===== src/rtl/pipelined_carry_increment_adder_if.sv =====
// Operand/result handshake bundle for the pipelined carry-increment adder.
interface pipelined_carry_increment_adder_if #(
    parameter int unsigned WIDTH = 32
);
    logic             in_valid;
    logic             in_ready;
    logic [WIDTH-1:0] a;
    logic [WIDTH-1:0] b;
    logic             carry_in;
    logic             sub;
    logic             out_valid;
    logic             out_ready;
    logic [WIDTH-1:0] sum;
    logic             carry_out;
    logic             overflow;

    // Producer/consumer side: issues operations and accepts results.
    modport master (
        output in_valid, a, b, carry_in, sub, out_ready,
        input  in_ready, out_valid, sum, carry_out, overflow
    );

    // Adder side.
    modport slave (
        input  in_valid, a, b, carry_in, sub, out_ready,
        output in_ready, out_valid, sum, carry_out, overflow
    );
endinterface


===== src/rtl/pipelined_carry_increment_adder.sv =====
// Pipelined carry-increment adder/subtractor: BLOCK-bit blocks precompute sum and
// sum+1, the incoming carry selects; STAGE_BLOCKS blocks resolved per pipeline rank.
module pipelined_carry_increment_adder #(
    parameter int unsigned WIDTH        = 32,
    parameter int unsigned BLOCK        = 4,
    parameter int unsigned STAGE_BLOCKS = 2
) (
    input  logic                              clk,
    input  logic                              rst_n,
    pipelined_carry_increment_adder_if.slave  bus
);
    localparam int unsigned NUM_BLOCKS = WIDTH / BLOCK;
    localparam int unsigned LATENCY    = NUM_BLOCKS / STAGE_BLOCKS;
    localparam logic [BLOCK-1:0] BLK_MASK = '1;

    if ((WIDTH % BLOCK) != 0) begin : g_bad_block
        $error("WIDTH must be a multiple of BLOCK");
    end
    if ((NUM_BLOCKS % STAGE_BLOCKS) != 0) begin : g_bad_stage
        $error("STAGE_BLOCKS must divide WIDTH/BLOCK");
    end

    // Rank k holds the operands (skewed forward), the carry into the first block
    // still to be resolved, and the already finished low sum slices.
    logic             vld  [LATENCY];
    logic [WIDTH-1:0] op_a [LATENCY];
    logic [WIDTH-1:0] op_b [LATENCY];
    logic             cy   [LATENCY];
    logic [WIDTH-1:0] ps   [LATENCY];
    logic [WIDTH:0]   res  [LATENCY];

    logic             advance;
    logic [WIDTH:0]   fin;
    logic             msb_cin;

    // Resolve the STAGE_BLOCKS blocks owned by stage k; returns {carry, partial sum}.
    function automatic logic [WIDTH:0] eval_stage(
        input logic [WIDTH-1:0] x,
        input logic [WIDTH-1:0] y,
        input logic [WIDTH-1:0] part,
        input logic             cin,
        input int unsigned      k
    );
        logic [WIDTH-1:0] acc;
        logic             c;
        logic [BLOCK-1:0] xa;
        logic [BLOCK-1:0] yb;
        logic [BLOCK-1:0] s0;
        logic [BLOCK-1:0] s1;
        logic             c0;
        logic             c1;
        int unsigned      sh;
        acc = part;
        c   = cin;
        for (int unsigned i = 0; i < STAGE_BLOCKS; i++) begin
            sh        = (k * STAGE_BLOCKS + i) * BLOCK;
            xa        = BLOCK'(x >> sh);
            yb        = BLOCK'(y >> sh);
            {c0, s0}  = {1'b0, xa} + {1'b0, yb};
            s1        = s0 + BLOCK'(1);
            c1        = c0 | (&s0);
            acc       = (acc & ~(WIDTH'(BLK_MASK) << sh)) | (WIDTH'(c ? s1 : s0) << sh);
            c         = c ? c1 : c0;
        end
        return {c, acc};
    endfunction

    // Whole pipe moves whenever the output slot is free or being drained.
    assign advance      = bus.out_ready | ~bus.out_valid;
    assign bus.in_ready = advance;

    for (genvar k = 0; k < LATENCY; k++) begin : g_eval
        assign res[k] = eval_stage(op_a[k], op_b[k], ps[k], cy[k], k);
    end

    // Carry into the MSB recovered from the final sum bit and its operand bits.
    assign fin     = res[LATENCY-1];
    assign msb_cin = op_a[LATENCY-1][WIDTH-1] ^ op_b[LATENCY-1][WIDTH-1] ^ fin[WIDTH-1];

    // Rank 0: capture operands, folding subtract into inverted B with carry-in 1.
    always_ff @(posedge clk or negedge rst_n) begin
        if (!rst_n) begin
            vld[0]  <= 1'b0;
            op_a[0] <= '0;
            op_b[0] <= '0;
            cy[0]   <= 1'b0;
            ps[0]   <= '0;
        end else if (advance) begin
            vld[0]  <= bus.in_valid;
            op_a[0] <= bus.a;
            op_b[0] <= bus.sub ? ~bus.b : bus.b;
            cy[0]   <= bus.sub | bus.carry_in;
            ps[0]   <= '0;
        end
    end

    for (genvar r = 1; r < LATENCY; r++) begin : g_rank
        // Rank r: take the previous stage's carry and sum slices, skew operands on.
        always_ff @(posedge clk or negedge rst_n) begin
            if (!rst_n) begin
                vld[r]  <= 1'b0;
                op_a[r] <= '0;
                op_b[r] <= '0;
                cy[r]   <= 1'b0;
                ps[r]   <= '0;
            end else if (advance) begin
                vld[r]  <= vld[r-1];
                op_a[r] <= op_a[r-1];
                op_b[r] <= op_b[r-1];
                cy[r]   <= res[r-1][WIDTH];
                ps[r]   <= res[r-1][WIDTH-1:0];
            end
        end
    end

    // Output rank: result registers, held while the consumer stalls.
    always_ff @(posedge clk or negedge rst_n) begin
        if (!rst_n) begin
            bus.out_valid <= 1'b0;
            bus.sum       <= '0;
            bus.carry_out <= 1'b0;
            bus.overflow  <= 1'b0;
        end else if (advance) begin
            bus.out_valid <= vld[LATENCY-1];
            bus.sum       <= fin[WIDTH-1:0];
            bus.carry_out <= fin[WIDTH];
            bus.overflow  <= msb_cin ^ fin[WIDTH];
        end
    end
endmodule


===== src/flat_wrapper.sv =====
// flat-port wrapper written by rule: the top's interface ports become plain ports
module pipelined_carry_increment_adder_flat 
#(
    parameter int unsigned WIDTH        = 32,
    parameter int unsigned BLOCK        = 4,
    parameter int unsigned STAGE_BLOCKS = 2
)
  (clk, rst_n, bus_in_valid, bus_a, bus_b, bus_carry_in, bus_sub, bus_out_ready, bus_in_ready, bus_out_valid, bus_sum, bus_carry_out, bus_overflow);
  pipelined_carry_increment_adder_if #(.WIDTH(WIDTH)) bus_i ();
  input  logic clk;
  input  logic rst_n;
  input wire logic [$bits(bus_i.in_valid)-1:0] bus_in_valid;
  input wire logic [$bits(bus_i.a)-1:0] bus_a;
  input wire logic [$bits(bus_i.b)-1:0] bus_b;
  input wire logic [$bits(bus_i.carry_in)-1:0] bus_carry_in;
  input wire logic [$bits(bus_i.sub)-1:0] bus_sub;
  input wire logic [$bits(bus_i.out_ready)-1:0] bus_out_ready;
  output wire logic [$bits(bus_i.in_ready)-1:0] bus_in_ready;
  output wire logic [$bits(bus_i.out_valid)-1:0] bus_out_valid;
  output wire logic [$bits(bus_i.sum)-1:0] bus_sum;
  output wire logic [$bits(bus_i.carry_out)-1:0] bus_carry_out;
  output wire logic [$bits(bus_i.overflow)-1:0] bus_overflow;
  assign bus_i.in_valid = bus_in_valid;
  assign bus_i.a = bus_a;
  assign bus_i.b = bus_b;
  assign bus_i.carry_in = bus_carry_in;
  assign bus_i.sub = bus_sub;
  assign bus_i.out_ready = bus_out_ready;
  assign bus_in_ready = bus_i.in_ready;
  assign bus_out_valid = bus_i.out_valid;
  assign bus_sum = bus_i.sum;
  assign bus_carry_out = bus_i.carry_out;
  assign bus_overflow = bus_i.overflow;
  pipelined_carry_increment_adder #(.WIDTH(WIDTH), .BLOCK(BLOCK), .STAGE_BLOCKS(STAGE_BLOCKS)) u_core (.clk(clk), .rst_n(rst_n), .bus(bus_i));
endmodule

===== config.mk =====
export PLATFORM = sky130hd
export DESIGN_NAME = pipelined_carry_increment_adder_flat
export DESIGN_NICKNAME = d
export VERILOG_FILES = /design/src/rtl/pipelined_carry_increment_adder_if.sv /design/src/rtl/pipelined_carry_increment_adder.sv /design/src/flat_wrapper.sv
export SDC_FILE = /design/constraint.sdc
export NUM_CORES = 1
export LEC_CHECK = 0
export CAP_MARGIN = 40
export CORE_MARGIN = 8
export CORE_UTILIZATION = 60
export DETAILED_ROUTE_END_ITERATION = 12
export PLACE_DENSITY = 0.87
export SLEW_MARGIN = 20
export SYNTH_ARGS = -nofsm -noshare
export SYNTH_HDL_FRONTEND = slang
export SYNTH_SLANG_ARGS = --single-unit

===== constraint.sdc =====
create_clock -name clk -period 7 [get_ports clk]
set_input_delay 0.7 -clock clk [delete_from_list [all_inputs] [get_ports clk]]
set_output_delay 0.7 -clock clk [all_outputs]
set_load 0.01 [all_outputs]

# Word-level counts from Yosys, hierarchy flattened
# Index checks and enable logic that the tools add are counted.
dict set report totals {
  reg_bits 347
  inputBits 70
  wordCells 86
}
dict set report op_classes {
  addsub 16
  n_mux 17
  n_bitwise 22
  reduce_logical 8
}
# operator count
set op_table {}
lappend op_table {{4-bit by 4-bit adder with 5-bit output} 8}
lappend op_table {{4-bit by 1-bit adder with 4-bit output, second input constant} 8}
lappend op_table {{32-bit two-way mux} 1}
lappend op_table {{4-bit two-way mux} 8}
lappend op_table {{32-bit NOT} 1}
lappend op_table {{28-bit by 32-bit OR with 32-bit output} 1}
lappend op_table {{4-bit AND reduction} 8}
lappend op_table {{24-bit by 28-bit OR with 28-bit output} 1}
lappend op_table {{20-bit by 24-bit OR with 24-bit output} 1}
lappend op_table {{16-bit by 20-bit OR with 20-bit output} 1}
lappend op_table {{12-bit by 16-bit OR with 16-bit output} 1}
lappend op_table {{8-bit by 12-bit OR with 12-bit output} 1}
lappend op_table {{1-bit OR} 10}
lappend op_table {{1-bit two-way mux} 8}
lappend op_table {{4-bit by 8-bit OR with 8-bit output} 1}
lappend op_table {{1-bit XOR} 3}
lappend op_table {{1-bit NOT} 1}

# Depth between registers and ports, before layout
dict set report logic_depth {
  ltp_word 8
  mapped_depth 10
}

# Least setup slack after synthesis
# OpenSTA, ideal clock, no wires.
dict set report synth_timing {
  path_kind {register to register}
  start {register u_core.op_b[24] (netlist name)}
  end {register u_core.bus.overflow}
  setup_ns 0.137
  arrival_ns 2.361
  t_required_ns 6.863
  path_slack_ns 4.502
  stages_incl_launch_ff 11
  path_buffers 1
  cell_sequence {dfrtp_1 > ha_1 > fa_1 > ha_1 > nand2_1 > a2111oi_4 > or3_1 > buf_6 > a41oi_4 > xor2_1 > a21oi_1}
}
dict set report synth_via {
  elab_chain_cells 8
}
# element line_no
set synth_lines {}
lappend synth_lines {{from (decl)} pipelined_carry_increment_adder.sv:27} ;# logic [WIDTH-1:0] op_b [LATENCY];
lappend synth_lines {{from (signal, indexed assignment)} pipelined_carry_increment_adder.sv:109} ;# op_b[r] <= op_b[r-1];
lappend synth_lines {{4-bit by 4-bit adder with 5-bit output *} pipelined_carry_increment_adder.sv:59} ;# {c0, s0} = {1'b0, xa} + {1'b0, yb};
lappend synth_lines {{4-bit AND reduction} pipelined_carry_increment_adder.sv:61} ;# c1 = c0 | (&s0);
lappend synth_lines {{1-bit OR} pipelined_carry_increment_adder.sv:61}
lappend synth_lines {{1-bit two-way mux *} pipelined_carry_increment_adder.sv:63} ;# c = c ? c1 : c0;
lappend synth_lines {{4-bit two-way mux} pipelined_carry_increment_adder.sv:62} ;# acc = (acc & ~(WIDTH'(BLK_MASK) << sh)) | (WIDTH'(c ? s1 : s0) << sh);
lappend synth_lines {{28-bit by 32-bit OR with 32-bit output} pipelined_carry_increment_adder.sv:62}
lappend synth_lines {{1-bit XOR} pipelined_carry_increment_adder.sv:78} ;# assign msb_cin = op_a[LATENCY-1][WIDTH-1] ^ op_b[LATENCY-1][WIDTH-1] ^ fin[WIDTH-1];
lappend synth_lines {{1-bit XOR *} pipelined_carry_increment_adder.sv:127} ;# bus.overflow <= msb_cin ^ fin[WIDTH];
lappend synth_lines {{to (signal assigned)} pipelined_carry_increment_adder.sv:127}
lappend synth_lines {{to (decl)} pipelined_carry_increment_adder_if.sv:26} ;# output in_ready, out_valid, sum, carry_out, overflow
# Every way passes the cells marked *; elsewhere a longest branch is shown, timed or not.
# A chain may end at the register's enable or synchronous reset.

# Worst setup path after layout
dict set report layout_timing {
  start {input bus_out_ready}
  end {output bus_in_ready}
}
dict set report layout_via {
  elab_chain_cells 1
}
# element line_no
set layout_lines {}
lappend layout_lines {{from (decl)} flat_wrapper.sv:17} ;# input wire logic [$bits(bus_i.out_ready)-1:0] bus_out_ready;
lappend layout_lines {{1-bit OR} pipelined_carry_increment_adder.sv:69} ;# assign advance = bus.out_ready | ~bus.out_valid;
lappend layout_lines {{to (decl)} flat_wrapper.sv:18} ;# output wire logic [$bits(bus_i.in_ready)-1:0] bus_in_ready;
# Every way passes these cells.

==> flow_metrics.env <==
export IMPL_drc_errors=0
export IMPL_start_util_pct=61.43
export IMPL_vias=8071
export IMPL_avgSynthCellArea_sq_um=9.219
export IMPL_ir_drop_mv=0.3115
export IMPL_start_kind="input port"
export IMPL_die_y_um=151.8
export IMPL_clk_pin_slew_ps=60
export IMPL_period_minus_slack_ps=3561
export IMPL_r2r_start="u_core.op_b[24]$_DFFE_PN0P_"
export IMPL_core_area_sq_um=18020
export IMPL_r2r_cells=9
export IMPL_ys_seq_area_share_pct=56.73
export IMPL_die_x_um=151.8
export IMPL_cp_common_cell="clkdlybuf4s50_1"
export IMPL_area_delta_synth_final_pct=19.10
export IMPL_power_share_sequential_pct=38.8
export IMPL_synth_warnings=0
export IMPL_yosysTopAreaCell="dfrtp_1"
export IMPL_clock_sinks=251
export IMPL_cpPeakStageDelay_ps=650
export IMPL_p_leak_nw=6.618
export IMPL_grt_pass1_wl_um=38450
export IMPL_ant_nets=0
export IMPL_cts_buffers=26
export IMPL_r2r_end="u_core.bus.overflow$_DFFE_PN0P_"
export IMPL_cts_root_buffer="clkbuf_16"
export IMPL_tightest_slew_ps=997.2
export IMPL_grt_usage_pct=19.23
export IMPL_worstSetupPathType="input port to output port"
export IMPL_finalMaxSlewViolations=0
export IMPL_yosysMostFrequentCell="nand2_1"
export IMPL_power_share_switching_pct=37.18
export IMPL_numPortBuffers=105
export IMPL_ys_flop_type="dfrtp_1"
export IMPL_slowest_stage="clkdlybuf4s50_1"
export IMPL_dr_pass1_iters=8
export IMPL_p_sw_mw=2.411
export IMPL_setup_viol=0
export IMPL_synth_edf_count=0
export IMPL_grt_antenna_before_repair=0
export IMPL_maxCapViolations=0
export IMPL_combPwrFrac_pct=40.0
export IMPL_antenna_cells=0
export IMPL_post_drt_wl_per_cell_um=14.65
export IMPL_worstPathArrival_ps=2860
export IMPL_grt_max_degree=137
export IMPL_postCtsHoldBufs=0
export IMPL_via_per_inst=5.286
export IMPL_status="completed"
export IMPL_gp_congestion=0.7727
export IMPL_ff2ff_setup_slack_ps=4270
export IMPL_async_flop_share_pct=100.0
export IMPL_fin_crit_sh_pct=50.87
export IMPL_num_rows=49
export IMPL_worstPathRequired_ps=6300
export IMPL_endpoint_kind="output port"
export IMPL_synth_cell_type_count=34
export IMPL_synthesis_area_sq_um=11070
export IMPL_intPower_mw=4.073
export IMPL_drt_iter0_drc=496
export IMPL_netlist_top_cells_count="nand2_1, dfrtp_1, clkbuf_1, xnor2_1, o21ai_0"
export IMPL_synth_area_leaders="dfrtp_1, nand2_1, ha_1"
export IMPL_ios=106
export IMPL_hold_class="input port to async pin"
export IMPL_hold_viol=0
export IMPL_syn_inst=1201
export IMPL_setup_tns_ps=0
export IMPL_yosysTopAreaCellShare_pct=56.73
export IMPL_finalNetCount=1398
export IMPL_cts_tree="built"
export IMPL_cts_resized=0
export IMPL_drive_gt1_share_pct=4.854
export IMPL_cp_max_fo=79
export IMPL_design_area_sq_um=13190
export IMPL_dpl_cell_area_sq_um=12270
export IMPL_max_freq_ghz=0.2808
export IMPL_clockPowerShare_pct=21.2
export IMPL_cts_setup_buffers=0
export IMPL_clkLatencyLatePin_ps=520
export IMPL_syn_num_nets=1319
export IMPL_p_per_area_nw_per_um2=491.7
export IMPL_synth_seq_cells=251
export IMPL_htreeDepth=1
export IMPL_rsz0062_at_grt="false"
export IMPL_post_dp_hpwl_um=14350
export IMPL_grt_pass1_vias=7942
export IMPL_wl_um=22370
export IMPL_maxSlewHeadroom_pct=33.52
export IMPL_cp_cell_sequence="clkdlybuf4s50_1 -> nor2b_4 -> buf_4 -> buf_16 -> inv_6 -> clkdlybuf4s50_1"
export IMPL_dieArea_sq_um=23060
export IMPL_clockBufferDepth=3
export IMPL_fin_skew_ps=7.998
export IMPL_grt_overflow_total=0
[metal layers]
layer / share of wire (%) / wire, um / vias up / track usage, %
li1: - / - / 3980 / -
met3: 4.1 / 912 / 26 / 2.964
met4: 1.5 / 332 / 0 / 5.045
met5: 0 / 0 / - / 0
met1: 48 / 10840 / 3903 / 27.66
met2: 46 / 10280 / 162 / 29.95
[registers in the layout, indices dropped and copies added (netlist names)]
signal	count
u_core.bus.carry_out	1
u_core.bus.out_valid	1
u_core.bus.overflow	1
u_core.bus.sum	32
u_core.cy	4
u_core.op_a	80
u_core.op_b	80
u_core.ps	48
u_core.vld	4
[power groups by stage]
stage               combinational [mW]  clock [mW]  sequential [mW]
floorplan                         1.83           0             2.46
global placement                  2.39           0             2.50
detailed placement                2.55           0             2.52
CTS                               2.59        1.40             2.51
global route                      2.91        1.46             2.60
finish                            2.59        1.37             2.52
[layout by cell type (no fill, tap or decap), types with 16 or more instances in the layout]
cell and instances:
clkdlybuf4s50_1 103, xnor2_1 50, nand2_1 600, a21oi_1 31
o21ai_0 46, ha_1 40, a21o_1 16, nor2_1 18
dfrtp_1 251, clkbuf_16 27
[layout make-up]
class	count	area, sq um
multi-input cells	884	4542
fillers	1304	4838
well taps	229	286.5
flip-flops and latches	251	6281
inverters	1	8.758
clock inverters	10	102.6
repair buffers	116	1206
clock buffers	36	759.5
[through the flow]
| step | util (%) | hold slack [ps] | setup WS [ps] | power, mW | std cells |
|---|---|---|---|---|---|
| 2_1_floorplan | - | 404.4 | 4502 | 4.287 | 1201 |
| 3_3_place_gp | 67.81 | 445.2 | 3173 | 4.886 | 1477 |
| 3_5_place_dp | 68.07 | 454.0 | 3442 | 5.065 | 1479 |
| 4_1_cts | 72.85 | 337.6 | 3438 | 6.502 | 1525 |
| 5_1_grt | 73.16 | 369.6 | 3316 | 6.975 | 1527 |
| 6_report | 73.16 | 260.0 | 3439 | 6.484 | 1527 |
[critical path: cells and delay by family]
kind,cells,cell delay [ps]
simple gates,1,40
buf+inv,5,2080
[worst max-delay path by stage]
stage | from | endpoint | cells after the start
after CTS | bus_out_ready | bus_in_ready | 6
after floorplan | u_core.op_b[24]$_DFFE_PN0P_ | u_core.bus.overflow$_DFFE_PN0P_ | 10
after global placement | bus_out_ready | bus_in_ready | 5
after detailed placement | bus_out_ready | bus_in_ready | 6
final | bus_out_ready | bus_in_ready | 6
after global routing | bus_out_ready | bus_in_ready | 6
[logic make-up after synthesis]
group / count (synthesis) / share of synthesized area (%)
compound gates: 114 / 6.385
xor+xnor: 65 / 5.210
fa+ha+maj: 48 / 5.967
buf+inv: 66 / 2.317
flops: 251 / 56.73
mux: 8 / 0.7233
simple gates: 649 / 22.67
Power figures use the tool's default switching activity.
==> variant 1: new RTL, same flow settings <==
`BLOCK` is set to 4 in 2 places; all go to 8.
--- a/src/rtl/pipelined_carry_increment_adder.sv
+++ b/src/rtl/pipelined_carry_increment_adder.sv
@@ -2,7 +2,7 @@
 // sum+1, the incoming carry selects; STAGE_BLOCKS blocks resolved per pipeline rank.
 module pipelined_carry_increment_adder #(
     parameter int unsigned WIDTH        = 32,
-    parameter int unsigned BLOCK        = 4,
+    parameter int unsigned BLOCK        = 8,
     parameter int unsigned STAGE_BLOCKS = 2
 ) (
     input  logic                              clk,
--- a/src/flat_wrapper.sv
+++ b/src/flat_wrapper.sv
@@ -2,7 +2,7 @@
 module pipelined_carry_increment_adder_flat 
 #(
     parameter int unsigned WIDTH        = 32,
-    parameter int unsigned BLOCK        = 4,
+    parameter int unsigned BLOCK        = 8,
     parameter int unsigned STAGE_BLOCKS = 2
 )
   (clk, rst_n, bus_in_valid, bus_a, bus_b, bus_carry_in, bus_sub, bus_out_ready, bus_in_ready, bus_out_valid, bus_sum, bus_carry_out, bus_overflow);
Behaviour: not the same (Yosys sat finds a counterexample within 4 cycles, from zero or initial values and one cycle with rst_n low).
==> variant 1 against the unedited design <==
Wire length decreased by 24%; via count is 25% lower; critical path depth unchanged; first-iteration DRC count down 23%; total power decreased by 31%; worst setup slack worse by 71 ps; sequential cell count decreased by 100; sequential share of layout area down 8.5 points; design area fell by 27%; area after synthesis shrank 30%; critical path type unchanged; critical endpoint unchanged.
==> variant 1: results (changes against the unedited design) <==
Largest regs=u_core.op_a: 48 flops, u_core.op_b: 48 flops, u_core.bus.sum: 32 flops; Multi-In Gates=655 (-26%); dpl hpwl=11.6 mm (-19%); Seq. cell area=3780 um2 (-40%); sequential share of the synthesized area=48.9% (-7.8 points); largest net degree at the start of global routing=95 (-31%); Num CTS Buffers=17 (-35%); WHS=198 ps (-61.7 ps); combinational share of power=45.8% (+5.8 points); maximum root-to-sink buffer count=2 (-1); DR vias=6043 (-25%); Pint=2.80 mW (-31%); top cells by count, synth=nand2_1 (318), dfrtp_1 (151), o21ai_0 (59), xnor2_1 (51), ha_1 (36); Syn Nets=963 (-27%); top cells by area, synth=dfrtp_1 (49%), nand2_1 (15%), ha_1 (5.8%), xnor2_1 (5.8%), o21ai_0 (3.8%); nonclk buf count=113 (-2.6%); status=finished, final reports clean; Cell variety after synth=62 (+82%); maximum fanout along the worst path=92 (+16%); TritonRoute pass-1 iters=4 (-4); critical path data arrival time=2930 ps (+70 ps); Register-to-Register Path Depth=10 (+1); Non-clock buffer share=12.2% (+3.1 points); P_leak=4.49 nW (-32%); Pwr Density=463 nW/um2 (-5.8%); Placed Area=8930 um2 (-27%); Synth Area in Adders=6.87% (+0.90 points); Register-to-Register Setup Slack=3850 ps (-420 ps); grt met3 use=4.23% (+1.3 points); Worst Tran Pin Value=714 ps (-283 ps); pre-CTS setup slack=2930 ps (-510 ps); Reg2Reg Launch Point=u_core.op_b[16]; Tot GR Track Use=21.3% (+2.1 points); inverter count=10 (+9); WL per Instance=14.9 um (+2.0%); Synth Area in Compound Gates=12.2% (+5.8 points)
variant 1: changes by cell type in the layout (fill, tap and decap cells not counted), moves of 5 or more:
cell / unedited run / this run
o21a_1: 0 / 7
nand2_1: 600 / 318
nor3_1: 1 / 8
clkbuf_16: 27 / 17
a21o_1: 16 / 8
o21ai_0: 46 / 59
dfrtp_1: 251 / 151
a21oi_1: 31 / 25
a211o_1: 0 / 5
inv_1: 0 / 9
or2_2: 0 / 5
nor2_1: 18 / 25
nor2b_1: 0 / 6
variant 1: critical path, stage by stage:
cell	delay, ps
clkdlybuf4s50_1	440
nor2b_4	110
buf_4	130
buf_16	280
clkinv_2	540
clkdlybuf4s50_1	660
variant 1: how the worst max path moves through the flow:
| stage | to | slack [ps] |
|---|---|---|
| 2_1_floorplan | u_core.bus.overflow | 4220 |
| 3_3_place_gp | bus_in_ready | 2940 |
| 3_5_place_dp | bus_in_ready | 2930 |
| 4_1_cts | bus_in_ready | 2930 |
| 5_1_grt | bus_in_ready | 3230 |
| 6_report | bus_in_ready | 3370 |
==> variant 2: new RTL, same settings <==
Without the edit above. Reset style: synchronous (`rst_n`), changed in 3 clocked blocks.
--- a/src/rtl/pipelined_carry_increment_adder.sv
+++ b/src/rtl/pipelined_carry_increment_adder.sv
@@ -78,7 +78,7 @@
     assign msb_cin = op_a[LATENCY-1][WIDTH-1] ^ op_b[LATENCY-1][WIDTH-1] ^ fin[WIDTH-1];
 
     // Rank 0: capture operands, folding subtract into inverted B with carry-in 1.
-    always_ff @(posedge clk or negedge rst_n) begin
+    always_ff @(posedge clk) begin
         if (!rst_n) begin
             vld[0]  <= 1'b0;
             op_a[0] <= '0;
@@ -96,7 +96,7 @@
 
     for (genvar r = 1; r < LATENCY; r++) begin : g_rank
         // Rank r: take the previous stage's carry and sum slices, skew operands on.
-        always_ff @(posedge clk or negedge rst_n) begin
+        always_ff @(posedge clk) begin
             if (!rst_n) begin
                 vld[r]  <= 1'b0;
                 op_a[r] <= '0;
@@ -114,7 +114,7 @@
     end
 
     // Output rank: result registers, held while the consumer stalls.
-    always_ff @(posedge clk or negedge rst_n) begin
+    always_ff @(posedge clk) begin
         if (!rst_n) begin
             bus.out_valid <= 1'b0;
             bus.sum       <= '0;
Function: differs if rst_n is asserted again (counterexample within 10 cycles, from zero or initial values and one cycle with rst_n low); with rst_n held inactive, the same outputs for 10 cycles.
==> variant 2 against the unedited design <==
Sequential share of layout area rose by 7.2 points; area after synthesis fell by 0.51%; hold slack improved by 200 ps; sequential cell count did not move; first-iteration DRC count rose by 16%; design area fell by 0.90%; highest routed layer unchanged; worst setup slack improved by 300 ps; critical path depth fell by 1; wire length fell by 11%.
Power is not compared: it rests on default switching activity, and its combinational part moved more than twofold at a synthesized area within 25%.
==> variant 2: results (changes against the unedited design) <==
sequential share of the synthesized area=65.1% (+8.3 points); Hold Path Class=register to register; routed length on met1=8.56 mm (-21%); critical path data arrival time=2560 ps (-300 ps); ClkCell Share=6.15% (-0.39 points); Tot GR Track Use=17.4% (-1.8 points); Fill cells=1133 (-13%); TritonRoute pass-1 iters=5 (-3); Post-synth top flop=edfxtp_1; GR Util met2=29.1% (-0.86 points); num sequential=251 (unchanged); Reg2Reg Launch Point=u_core.bus.out_valid; dpl hpwl=12.6 mm (-12%); routability-driven placement congestion ratio=0.798 (+3.3%); inverter count=11 (+10); post-synthesis mux area share=0.818% (+0.095 points); Synth Area in Compound Gates=5.68% (-0.71 points); first-pass GRT wire length=32.4 mm (-16%); Register-to-Register Setup Slack=4130 ps (-140 ps); Util after Layout=72.7% (-0.41 points); maximum fanout along the worst path=61 (-23%); Cell variety after synth=38 (+12%); Worst Skew=12.4 ps (+4.36 ps); Final nets=1044 (-25%); status=finished, final reports clean; sequential share of cell area=54.8% (+7.2 points); routed wire length=19.8 mm (-11%); clkbuf count=37 (+2.8%); Num CTS Buffers=25 (-3.8%); Reg-to-Reg End=u_core.ps[0][39]; number of DRC markers in iteration 0=574 (+16%)
## variant 2: cell types whose count changed in the layout (fill, tap and decap cells not counted), moves of 25 or more
cell / unedited run / this run
a21boi_0: 0 / 25
and3_1: 9 / 156
o21ai_0: 46 / 8
nand2_1: 600 / 70
nor2_1: 18 / 61
dfrtp_1: 251 / 0
edfxtp_1: 0 / 214
dfxtp_1: 0 / 37
## variant 2: worst max-delay path: cells and delay by family
kind | cells | cell delay [ps]
buffers and inverters | 4 | 1810
and+or+nand+nor | 1 | 40
## variant 2: power by group through the flow
| stage | Sequential (mW) | Clock [mW] | Combinational, mW |
|---|---|---|---|
| after floorplan | 1.75 | 0 | 0.149 |
| after global placement | 1.76 | 0 | 0.229 |
| after detailed placement | 1.76 | 0 | 0.241 |
| after CTS | 1.73 | 1.30 | 0.246 |
| after global routing | 1.74 | 1.36 | 0.271 |
| final | 1.73 | 1.27 | 0.247 |
